`src/rtl/better_neighbor_scan.sv`:
```
// Scans the neighbor qValue table and records the indices of neighbors whose qValue is
// strictly below our own, then writes the resulting count back to memory.
module better_neighbor_scan #(
    parameter logic [15:0] NEI_CNT_ADDR = 16'h068A,
    parameter logic [15:0] QVAL_BASE    = 16'h01C8,
    parameter logic [15:0] BN_BASE      = 16'h0668,
    parameter logic [15:0] BN_CNT_ADDR  = 16'h068C,
    parameter int unsigned MAX_NEI      = 64,
    parameter int unsigned MAX_BN       = 16
) (
    input  logic        clock,
    input  logic        nrst,
    input  logic        start,
    input  logic [15:0] my_qvalue,
    output logic [15:0] mem_addr,
    output logic        mem_wr_en,
    output logic [15:0] mem_wdata,
    input  logic [15:0] mem_rdata,
    output logic        busy,
    output logic        done,
    output logic [4:0]  better_count,
    output logic        overflow
);

    localparam logic [6:0]  MaxNei   = 7'(MAX_NEI);
    localparam logic [4:0]  MaxBn    = 5'(MAX_BN);
    localparam logic [15:0] MaxNei16 = 16'(MAX_NEI);

    typedef enum logic [2:0] {
        StIdle,
        StRdCnt,
        StRdQ,
        StWrBn,
        StWrCnt,
        StDone
    } state_e;

    state_e     state_q, state_d;
    logic [6:0] idx_q, idx_d;
    logic [6:0] nei_q, nei_d;
    logic [4:0] cnt_q, cnt_d;
    logic [4:0] bc_q, bc_d;
    logic       ovf_q, ovf_d;

    logic [6:0] idx_next;
    logic [6:0] nei_clamped;
    logic       last_nei;
    logic       is_better;
    logic       has_room;

    assign idx_next    = idx_q + 7'd1;
    assign last_nei    = (idx_next == nei_q);
    assign nei_clamped = (mem_rdata > MaxNei16) ? MaxNei : mem_rdata[6:0];
    assign is_better   = (mem_rdata < my_qvalue);
    assign has_room    = (cnt_q < MaxBn);

    // State register
    always_ff @(posedge clock or negedge nrst) begin
        if (!nrst) begin
            state_q <= StIdle;
        end else begin
            state_q <= state_d;
        end
    end

    always_ff @(posedge clock or negedge nrst) begin
        if (!nrst) begin
            idx_q <= '0;
            nei_q <= '0;
            cnt_q <= '0;
            bc_q  <= '0;
            ovf_q <= 1'b0;
        end else begin
            idx_q <= idx_d;
            nei_q <= nei_d;
            cnt_q <= cnt_d;
            bc_q  <= bc_d;
            ovf_q <= ovf_d;
        end
    end

    // Next-state and datapath updates
    always_comb begin
        state_d = state_q;
        idx_d   = idx_q;
        nei_d   = nei_q;
        cnt_d   = cnt_q;
        bc_d    = bc_q;
        ovf_d   = ovf_q;
        unique case (state_q)
            StIdle: begin
                if (start) begin
                    state_d = StRdCnt;
                    idx_d   = '0;
                    cnt_d   = '0;
                    ovf_d   = 1'b0;
                end
            end
            StRdCnt: begin
                nei_d   = nei_clamped;
                state_d = (nei_clamped == 7'd0) ? StWrCnt : StRdQ;
            end
            StRdQ: begin
                if (is_better && has_room) begin
                    state_d = StWrBn;
                end else begin
                    // A better neighbor with a full table is dropped and flagged.
                    if (is_better) begin
                        ovf_d = 1'b1;
                    end
                    idx_d   = idx_next;
                    state_d = last_nei ? StWrCnt : StRdQ;
                end
            end
            StWrBn: begin
                cnt_d   = cnt_q + 5'd1;
                idx_d   = idx_next;
                state_d = last_nei ? StWrCnt : StRdQ;
            end
            StWrCnt: begin
                bc_d    = cnt_q;
                state_d = StDone;
            end
            StDone: begin
                state_d = StIdle;
            end
            default: begin
                state_d = StIdle;
            end
        endcase
    end

    // Outputs decoded from the current state
    always_comb begin
        mem_addr  = 16'h0000;
        mem_wdata = 16'h0000;
        mem_wr_en = 1'b0;
        busy      = (state_q != StIdle);
        done      = 1'b0;
        unique case (state_q)
            StIdle: begin
                busy = 1'b0;
            end
            StRdCnt: begin
                mem_addr = NEI_CNT_ADDR;
            end
            StRdQ: begin
                mem_addr = QVAL_BASE + {8'h00, idx_q, 1'b0};
            end
            StWrBn: begin
                mem_addr  = BN_BASE + {10'h000, cnt_q, 1'b0};
                mem_wdata = {8'h00, 1'b0, idx_q};
                mem_wr_en = 1'b1;
            end
            StWrCnt: begin
                mem_addr  = BN_CNT_ADDR;
                mem_wdata = {11'h000, cnt_q};
                mem_wr_en = 1'b1;
            end
            StDone: begin
                done = 1'b1;
            end
            default: begin
                busy = 1'b1;
            end
        endcase
    end

    assign better_count = bc_q;
    assign overflow     = ovf_q;

endmodule
```
`config.mk`:
```
export PLATFORM = sky130hd
export DESIGN_NAME = better_neighbor_scan
export DESIGN_NICKNAME = d
export VERILOG_FILES = /design/src/rtl/better_neighbor_scan.sv
export SDC_FILE = /design/constraint.sdc
export NUM_CORES = 1
export LEC_CHECK = 0
export ABC_AREA = 1
export BUFFER_PORTS_ARGS = -buffer_cell sky130_fd_sc_hd__buf_2
export CORE_MARGIN = 10
export CORE_UTILIZATION = 40
export DETAILED_ROUTE_END_ITERATION = 7
export PLACE_DENSITY = 0.65
export SYNTH_ARGS = -nofsm -noshare
export SYNTH_HDL_FRONTEND = slang
export SYNTH_SLANG_ARGS = --single-unit
```
`constraint.sdc`:
```
create_clock -name clock -period 1.8 [get_ports clock]
set_input_delay 0.18 -clock clock [delete_from_list [all_inputs] [get_ports clock]]
set_output_delay 0.18 -clock clock [all_outputs]
set_load 0.1 [all_outputs]
```
==> results of run 1 <==
-- metrics by stage --
stage	instances	total power, mW	cell area [um^2]	setup WS [ns]
2_1_floorplan	356	3.992	2475	-0.8841
3_3_place_gp	484	5.352	3085	0.1348
3_5_place_dp	484	5.383	3085	0.07780
4_1_cts	497	5.898	3257	-0.05620
5_1_grt	510	6.584	3513	-0.1921
6_report	510	6.313	3513	-0.1202
-- worst reg2reg max path, stage by stage, from the launching register on --
cell and delay [ns]:
dfrtp_2 0.45, ha_4 0.18, nor2_1 0.26, a21oi_2 0.09, nand3_1 0.08, nand2_1 0.05, inv_1 0.05, nand2_2 0.06
nor2_4 0.12, nand2_1 0.07, nor2_2 0.12, nand2_1 0.06, nand2_1 0.05, nand2_1 0.04
-- placed cells by master (no fill, tap or decap), types with 4 or more instances in the layout --
master and instances:
a21oi_1 11, buf_12 17, buf_2 42, buf_4 27, clkbuf_8 4, conb_1 15
dfrtp_1 25, ha_1 18, inv_1 54, inv_2 10, nand2_1 81, nand2_2 11
nand3_1 12, nand4_1 13, nor2_1 19, nor2_2 5, nor2_4 7, o21ai_0 9
o22ai_1 6
-- sequential cells by signal, summed over array words and instances, names as in the netlist --
register,cells
cnt_q,5
better_count,5
idx_q,7
overflow,1
nei_q,7
state_q,3
-- Yosys cell counts (6+ instances only) --
library cell / count / area [um^2]
a21oi_1: 11 / 55.05
buf_4: 15 / 112.6
dfrtp_1: 28 / 700.7
ha_1: 20 / 250.2
inv_1: 56 / 210.2
inv_2: 10 / 37.54
nand2_1: 89 / 334.1
nand2_2: 6 / 37.54
nand3_1: 13 / 65.06
nand4_1: 13 / 81.33
nor2_1: 24 / 90.09
o21ai_0: 12 / 60.06
o22ai_1: 6 / 37.54
-- metal layers --
layer	routed length, um	global-route usage [%]
met1	3070	15.60
met2	3381	24.02
met3	310	3.485
met4	117	2.461
met5	0	0
-- power by group --
| part | internal (mW) | switching [mW] | leakage, nW |
|---|---|---|---|
| Combinational | 1.62 | 3.36 | 1.49 |
| Clock | 0.196 | 0.210 | 0.0288 |
| Sequential | 0.791 | 0.129 | 0.360 |
-- cells by family after synthesis --
| logic type | count (synthesis) | synth area share, % |
|---|---|---|
| AND/OR/NAND/NOR | 163 | 31.81 |
| other | 1 | 0.1571 |
| flip-flops | 28 | 29.35 |
| XOR/XNOR | 6 | 2.516 |
| AO/OA/AOI/OAI | 40 | 10.01 |
| buffers and inverters | 84 | 15.67 |
| adder cells (fa/ha/maj) | 20 | 10.48 |
-- how the worst max path moves through the flow --
stage                                 from                endpoint  depth (start not counted)
finish              state_q[2]$_DFFE_PN0P_             mem_addr[1]                          7
global route        state_q[2]$_DFFE_PN0P_             mem_addr[5]                          6
CTS                   idx_q[2]$_DFFE_PN0P_             mem_addr[7]                          9
detailed placement    idx_q[2]$_DFFE_PN0P_  state_q[1]$_DFFE_PN0P_                         11
global placement      idx_q[2]$_DFFE_PN0P_  state_q[1]$_DFFE_PN0P_                         12
floorplan           state_q[2]$_DFFE_PN0P_             mem_addr[1]                          5
-- layout make-up --
class	instances	area, um^2
flip-flops and latches	28	704.4
multi-input cells	244	1550
fillers	521	2337
repair buffers	92	850.8
inverters	67	259.0
clock buffers	4	55.05
well taps	75	93.84
-- repair_timing --
| action | 4_1_cts | 5_1_grt |
|---|---|---|
| endpoints found under the hold margin | 28 | 0 |
| pin swaps | 3 | 13 |
| hold buffers | 1 | 0 |
| resized for setup | 11 | 38 |
| setup buffers | 8 | 13 |
| endpoints found under the setup margin | 16 | 20 |
==> impl_metrics.env, run 1 <==
export IMPL_cts_tree="built"
export IMPL_pin_count=76
export IMPL_htreeDepth=1
export IMPL_vias=2451
export IMPL_skew_ns=0.009338
export IMPL_synth_seq_cells=28
export IMPL_finalSetupViolCount=13
export IMPL_start_util_pct=40.80
export IMPL_finalHoldViolCount=0
export IMPL_num_antenna_cells=0
export IMPL_max_slew_margin_pct=56.00
export IMPL_status="finished with violations"
export IMPL_crit_buf_inv=4
export IMPL_drv_slew=0
export IMPL_slowest_stage="dfrtp_1"
export IMPL_period_share_pct=106.7
export IMPL_drv_cap=0
export IMPL_numCtsBuffers=3
export IMPL_arrival_ns=1.74
export IMPL_antenna_found_initial=0
export IMPL_cp_start_kind="flip-flop"
export IMPL_hp_start="mem_rdata[1]"
export IMPL_via_per_inst=4.806
export IMPL_synth_avg_cell_area_um2=6.980
export IMPL_crit_fanout=6
export IMPL_mappedNetlistArea_mm2=0.002387
export IMPL_setup_ws_ns=-0.1202
export IMPL_rrSetupSlack_ns=0.02
export IMPL_clock_fmax_mhz=520.8
export IMPL_peakVddDrop_v=0.002004
export IMPL_critPathCaptureType="output port"
export IMPL_worst_pin_slew_ns=0.6600
export IMPL_drtIter0Drc=78
export IMPL_rsz0062_at_grt="yes"
export IMPL_grt_usage_pct=13.37
export IMPL_die_area_mm2=0.009459
export IMPL_required_ns=1.62
export IMPL_antenna_left=0
export IMPL_grt_pass1_wl_um=10980
export IMPL_die_y_um=97.26
export IMPL_cts_root_buf="clkbuf_8"
export IMPL_synth_cell_type_count=35
export IMPL_slowest_delay_ns=0.43
export IMPL_nets=491
export IMPL_cp_cell_sequence="nor2_1 -> inv_2 -> nor2_4 -> clkinv_4 -> buf_4 -> o221ai_2 -> buf_12"
export IMPL_r2r_end="state_q[1]$_DFFE_PN0P_"
export IMPL_holdPathEnd="nei_q[1]$_DFFE_PN0P_"
export IMPL_syn2layout_area_growth_pct=47.17
export IMPL_clock_sinks=28
export IMPL_violations="negative setup slack"
export IMPL_hp_class="in2reg"
export IMPL_critPathTopFamily="buffers and inverters"
export IMPL_synthFlopType="dfrtp_1"
export IMPL_netlist_instances=342
export IMPL_route_detailed_drc=0
export IMPL_clockBufferDepth=2
export IMPL_synth_edff_count=0
export IMPL_grt_max_degree=29
export IMPL_grt_overflow_total=0
export IMPL_seq_area_frac_synth_pct=29.35
export IMPL_first_pass_iters=4
export IMPL_fin_util_pct=60.05
export IMPL_fin_crit_ns=1.920
export IMPL_core_mm2=0.005851
export IMPL_r2r_start="idx_q[3]$_DFFE_PN0P_"
export IMPL_core_rowCount=28
export IMPL_final_setup_tns_ns=-0.7475
export IMPL_worst_hold_slack_ns=0.1717
export IMPL_wl_per_cell_um=13.49
export IMPL_synth_warnings=0
export IMPL_path_class="reg2out"
export IMPL_gp_congestion=0.8070
export IMPL_rr_worst_depth=13
export IMPL_async_flop_share_pct=100.0
export IMPL_layout_drive_gt1_share_pct=35.40
export IMPL_powerDensity_mw_per_mm2=1797
export IMPL_path_clk_slew_ns=0.11
export IMPL_wirelength_um=6881
export IMPL_die_w_um=97.26
export IMPL_grt_pass1_vias=2426
export IMPL_port_buffers=60
export IMPL_hpwlAfterDp_um=5423
export IMPL_p_leak_nw=1.880
export IMPL_clkLatencyLatePin_ns=0.28
export IMPL_hold_depth=3
No activity file was read; power rests on OpenSTA's default activity.
==> inputs of run 2 (changes only) <==
- SETUP_SLACK_MARGIN: default -> 0.1
==> run 2 against run 1 <==
Net effect:
- the run still ends with negative setup slack left
- first-iteration DRC count rose by 22%
- sequential power rose by 1%
- die area did not move
- critical path type unchanged
- routed wire length rose by 5.2%
- clock power rose by 24%
- final cell count rose by 0.78%
- flip-flop and latch count did not move
- sequential share of layout area fell by 1.1 points
==> impl_metrics.env, run 2 (same netlist as run 1, synthesis figures left out) <==
export IMPL_die_area_mm2=0.009459
export IMPL_arrival_ns=1.77
export IMPL_layout_common_cells="nand2_1, inv_1, buf_2"
export IMPL_rsz0062_at_grt="yes"
export IMPL_required_ns=1.62
export IMPL_top_regs="idx_q x7, nei_q x7"
export IMPL_finalHoldViolCount=0
export IMPL_place_area_mm2=0.003083
export IMPL_path_class="reg2out"
export IMPL_peakVddDrop_v=0.001575
export IMPL_route_detailed_drc=0
export IMPL_hp_class="in2reg"
export IMPL_die_y_um=97.26
export IMPL_syn2layout_area_growth_pct=56.08
export IMPL_cts_tree="built"
export IMPL_grt_usage_pct=13.40
export IMPL_worst_pin_slew_ns=0.6377
export IMPL_period_share_pct=108.4
export IMPL_finalSetupViolCount=10
export IMPL_dp_cells=483
export IMPL_final_cells=514
export IMPL_core_mm2=0.005851
export IMPL_wl_per_cell_um=14.08
export IMPL_clock_fmax_mhz=512.5
export IMPL_place_ws_ns=-0.007529
export IMPL_htreeDepth=1
export IMPL_fin_util_pct=63.69
export IMPL_nets=495
export IMPL_numCtsBuffers=3
export IMPL_drv_slew=0
export IMPL_crit_fanout=4
export IMPL_p_leak_nw=1.974
export IMPL_drtIter0Drc=95
export IMPL_via_per_inst=4.920
export IMPL_multi_input_area_mm2=0.001702
export IMPL_post_route_cell_area_mm2=0.003726
export IMPL_clock_sinks=28
export IMPL_crit_buf_inv=4
export IMPL_grt_overflow_total=0
export IMPL_path_clk_slew_ns=0.10
export IMPL_grt_pass1_vias=2535
export IMPL_clkLatencyLatePin_ns=0.28
export IMPL_final_setup_tns_ns=-0.8991
export IMPL_first_pass_iters=4
export IMPL_cts_root_buf="clkbuf_8"
export IMPL_rrSetupSlack_ns=0.03
export IMPL_critPathCaptureType="output port"
export IMPL_antenna_left=0
export IMPL_fill_cells=474
export IMPL_vias=2529
export IMPL_hpwlAfterDp_um=5298
export IMPL_fin_crit_ns=1.951
export IMPL_setup_ws_ns=-0.1513
export IMPL_max_slew_margin_pct=57.49
export IMPL_antenna_found_initial=0
export IMPL_slowest_delay_ns=0.43
export IMPL_die_w_um=97.26
export IMPL_num_antenna_cells=0
export IMPL_pin_count=76
export IMPL_violations="negative setup slack"
export IMPL_cp_start_kind="flip-flop"
export IMPL_status="finished with violations"
export IMPL_power_total_mw=6.605
export IMPL_worst_hold_slack_ns=0.1658
export IMPL_crit_path_frequent_cell="nor2_4"
export IMPL_critPathTopFamily="buffers and inverters"
export IMPL_start_util_pct=40.80
export IMPL_wirelength_um=7239
export IMPL_final_common_cell="nand2_1"
export IMPL_slowest_stage="dfrtp_1"
export IMPL_seq_area_um2=705.7
export IMPL_port_buffers=60
export IMPL_powerDensity_mw_per_mm2=1773
export IMPL_layout_drive_gt1_share_pct=41.46
export IMPL_cp_cell_sequence="nor2_4 -> inv_4 -> nor2_4 -> clkinvlp_4 -> buf_6 -> o221ai_4 -> buf_12"
export IMPL_grt_max_degree=29
export IMPL_gp_congestion=0.8554
export IMPL_drv_cap=0
export IMPL_core_rowCount=28
export IMPL_clockBufferDepth=2
export IMPL_grt_pass1_wl_um=11110
export IMPL_skew_ns=0.006490
-- run 2: final timing paths --
path	endpoint	depth (start not counted)	start
max in group asynchronous	idx_q[4]$_DFFE_PN0P_	2	nrst
worst max register to register	state_q[1]$_DFFE_PN0P_	15	idx_q[3]$_DFFE_PN0P_
worst min register to register	better_count[0]$_DFFE_PN0P_	2	better_count[0]$_DFFE_PN0P_
worst max-delay path	mem_addr[1]	7	state_q[2]$_DFFE_PN0P_
min in group asynchronous	better_count[2]$_DFFE_PN0P_	2	nrst
worst min-delay path	nei_q[1]$_DFFE_PN0P_	3	mem_rdata[1]
-- run 2: per-layer routing --
metal | vias to the layer above | wire length (um) | track usage (%)
met3 | 14 | 476 | 3.698
met5 | - | 0 | 0
met1 | 1167 | 2977 | 15.26
li1 | 1256 | - | -
met4 | 0 | 109 | 3.020
met2 | 92 | 3675 | 24.13
-- run 2: repair_timing --
item | 4_1_cts | 5_1_grt
pin swaps | 11 | 18
setup buffers | 17 | 9
cloned | 0 | 1
endpoints found under the setup margin | 20 | 28
hold buffers | 1 | 0
endpoints found under the hold margin | 28 | 0
gates resized for setup | 47 | 46
-- run 2: worst reg2reg max path, delay by kind of cell (launching register included) --
family / cells / cell delay, ns
and+or+nand+nor: 11 / 0.76
DFF: 1 / 0.43
AOI/OAI and AO/OA: 1 / 0.15
adders and majority gates: 1 / 0.18
buffers and inverters: 2 / 0.16
-- run 2: layout make-up --
class / instances / share of cell area [%]
Clock buffer: 3 / 1.108
Tap cell: 75 / 2.518
Timing Repair Buffer: 95 / 23.64
Sequential cell: 28 / 18.94
Clock inverter: 1 / 0.8059
Multi-Input combinational cell: 245 / 45.67
Inverter: 67 / 7.320
-- run 2: power breakdown --
part / total (mW) / switching (mW) / internal (mW)
logic: 5.17 / 3.52 / 1.64
clock network: 0.503 / 0.205 / 0.298
registers: 0.933 / 0.142 / 0.792
total: 6.61 / 3.87 / 2.73
==> inputs of run 3 (changes only) <==
--- a/config.mk
+++ b/config.mk
@@ -7,5 +7,5 @@
 export LEC_CHECK = 0
 export ABC_AREA = 1
-export BUFFER_PORTS_ARGS = -buffer_cell sky130_fd_sc_hd__buf_2
+export BUFFER_PORTS_ARGS = -buffer_cell sky130_fd_sc_hd__buf_4
 export CORE_MARGIN = 10
 export CORE_UTILIZATION = 40
==> constraint.sdc (replaced) <==
create_clock -name clock -period 1.8 [get_ports clock]
set_input_delay 0.18 -clock clock [delete_from_list [all_inputs] [get_ports clock]]
set_output_delay 0.18 -clock clock [all_outputs]
set_load 0.01 [all_outputs]
==> run 3 against run 2 <==
Net effect:
- the run now ends clean
- power is 44% lower
- core utilization is 8.4 points lower
- setup slack better by 0.20 ns
- critical path depth stayed put
- non-clock buffer count is 12 lower
- first-iteration DRC count is 5.3% higher
- clock skew is 0.0029 ns lower
- routed wire length is 9.7% lower
- count of clock-buffer cells in the layout stayed put
- global-route usage is 0.23 points lower
- final area is 13% lower
- flip-flop and latch count stayed put
==> impl_metrics.env, run 3 (same netlist as run 1, synthesis figures left out) <==
export IMPL_status="completed"
export IMPL_grt_max_degree=29
export IMPL_skew_ns=0.003613
export IMPL_critPathTopFamily="flip-flops"
export IMPL_path_clk_slew_ns=0.10
export IMPL_critPathCaptureType="output port"
export IMPL_seqPwrFrac_pct=25.0
export IMPL_hpwlAfterDp_um=5259
export IMPL_fin_crit_ns=1.752
export IMPL_antenna_found_initial=0
export IMPL_switchingPower_mw=1.675
export IMPL_dp_cells=485
export IMPL_peakVddDrop_v=0.0007190
export IMPL_wl_per_cell_um=13.07
export IMPL_finalHoldViolCount=0
export IMPL_wirelength_um=6536
export IMPL_path_class="reg2out"
export IMPL_pin_count=76
export IMPL_first_pass_iters=4
export IMPL_period_share_pct=97.35
export IMPL_clock_fmax_mhz=570.7
export IMPL_nets=482
export IMPL_final_common_cell="nand2_1"
export IMPL_top_regs="idx_q x7, nei_q x7"
export IMPL_port_buffers=60
export IMPL_grt_pass1_wl_um=10760
export IMPL_die_area_mm2=0.009459
export IMPL_numCtsBuffers=3
export IMPL_p_leak_nw=1.763
export IMPL_route_detailed_drc=0
export IMPL_setup_ws_ns=0.04769
export IMPL_drtIter0Drc=100
export IMPL_gp_congestion=0.8332
export IMPL_worst_hold_slack_ns=0.1660
export IMPL_core_mm2=0.005851
export IMPL_layout_drive_gt1_share_pct=33.18
export IMPL_internal_power_mw=1.992
export IMPL_via_per_inst=4.740
export IMPL_die_y_um=97.26
export IMPL_syn2layout_area_growth_pct=35.59
export IMPL_arrival_ns=1.57
export IMPL_place_ws_ns=0.07059
export IMPL_grt_pass1_vias=2398
export IMPL_swShare_pct=45.67
export IMPL_htreeDepth=1
export IMPL_die_w_um=97.26
export IMPL_required_ns=1.62
export IMPL_grt_overflow_total=0
export IMPL_slowest_stage="dfrtp_1"
export IMPL_vias=2370
export IMPL_final_cells=500
export IMPL_drv_cap=0
export IMPL_clockBufferDepth=2
export IMPL_start_util_pct=40.80
export IMPL_cp_cell_sequence="buf_4 -> buf_6 -> nand2_4 -> nor2_4 -> nand2_1 -> a32o_1 -> buf_4"
export IMPL_drv_slew=0
export IMPL_cp_start_kind="flip-flop"
export IMPL_num_antenna_cells=0
export IMPL_clock_sinks=28
export IMPL_core_rowCount=28
export IMPL_layout_common_cells="nand2_1, buf_4, inv_1"
export IMPL_cts_root_buf="clkbuf_8"
export IMPL_finalSetupViolCount=0
export IMPL_antenna_left=0
export IMPL_crit_path_frequent_cell="buf_4"
export IMPL_clkLatencyLatePin_ns=0.28
export IMPL_p_comb_share_pct=65.2
export IMPL_cts_tree="built"
export IMPL_fill_cells=588
export IMPL_powerDensity_mw_per_mm2=1133
export IMPL_crit_fanout=3
export IMPL_power_frac_clock_pct=9.8
export IMPL_crit_buf_inv=3
export IMPL_slowest_delay_ns=0.39
export IMPL_rsz0062_at_grt="yes"
export IMPL_hp_class="in2reg"
export IMPL_grt_usage_pct=13.17
==> run 3: cell types whose count changed in the layout (fill, tap and decap cells not counted), moves of 6 or more <==
cell | previous run | this run
buf_2 | 40 | 0
buf_12 | 16 | 0
buf_4 | 27 | 75
nand2_2 | 18 | 12
nand2_1 | 72 | 82
nor2_1 | 13 | 19
==> run 3: worst paths after layout <==
path / from / to / slack, ns / depth (start not counted)
worst min-delay path: mem_rdata[1] / nei_q[1]$_DFFE_PN0P_ / 0.17 / 3
worst min register to register: better_count[4]$_DFFE_PN0P_ / better_count[4]$_DFFE_PN0P_ / 0.48 / 2
min in group asynchronous: nrst / better_count[2]$_DFFE_PN0P_ / 0.35 / 2
worst max-delay path: idx_q[3]$_DFFE_PN0P_ / mem_addr[6] / 0.05 / 7
max in group asynchronous: nrst / idx_q[1]$_DFFE_PN0P_ / 1.16 / 2
worst max register to register: idx_q[3]$_DFFE_PN0P_ / state_q[1]$_DFFE_PN0P_ / 0.15 / 12
==> run 3: area by class of cell <==
class                           instances  area, um^2  share of cell area, %
Multi-Input combinational cell        244        1484                  45.84
Sequential cell                        28       701.9                  21.69
Timing Repair Buffer                   83       651.9                  20.14
Inverter                               67       264.0                  8.156
Tap cell                               75       93.84                  2.899
Clock buffer                            3       41.29                  1.276
==> run 3: power groups by stage <==
stage	registers [mW]	logic (mW)	clock network (mW)
global route	0.942	2.64	0.397
global placement	0.929	2.03	0
finish	0.917	2.39	0.361
detailed placement	0.935	2.05	0
CTS	0.896	2.20	0.366
floorplan	0.959	1.16	0
==> run 3: what timing repair did <==
action	in CTS	in global routing
endpoints found under the hold margin	28	0
endpoints found under the setup margin	16	17
pin swaps	0	7
hold buffers	1	0
gates resized for setup	9	41
buffers inserted	6	5
==> run 3: tightest hold or removal path: stages <==
cell and delay, ns:
buf_4 0.12, inv_1 0.05, o22ai_1 0.07
==> run 3: through the flow <==
| stage | TNS (ns) | total power [mW] | area [um^2] | utilization [%] |
|---|---|---|---|---|
| floorplan | 0 | 2.118 | 2440 | - |
| global placement | 0 | 2.962 | 2944 | 50.32 |
| detailed placement | 0 | 2.982 | 2944 | 50.32 |
| CTS | 0 | 3.460 | 3067 | 52.42 |
| global route | -0.04407 | 3.980 | 3237 | 55.33 |
| finish | 0 | 3.667 | 3237 | 55.33 |
==> run 3: per-layer routing <==
| metal | wire (um) | share of wire (%) | up-vias | GRT usage [%] |
|---|---|---|---|---|
| li1 | - | - | 1228 | - |
| met1 | 2837 | 43 | 1063 | 15.53 |
| met2 | 3176 | 49 | 75 | 22.79 |
| met3 | 469 | 7.2 | 4 | 4.125 |
| met4 | 53 | 0.81 | 0 | 2.796 |
| met5 | 0 | 0 | - | 0 |
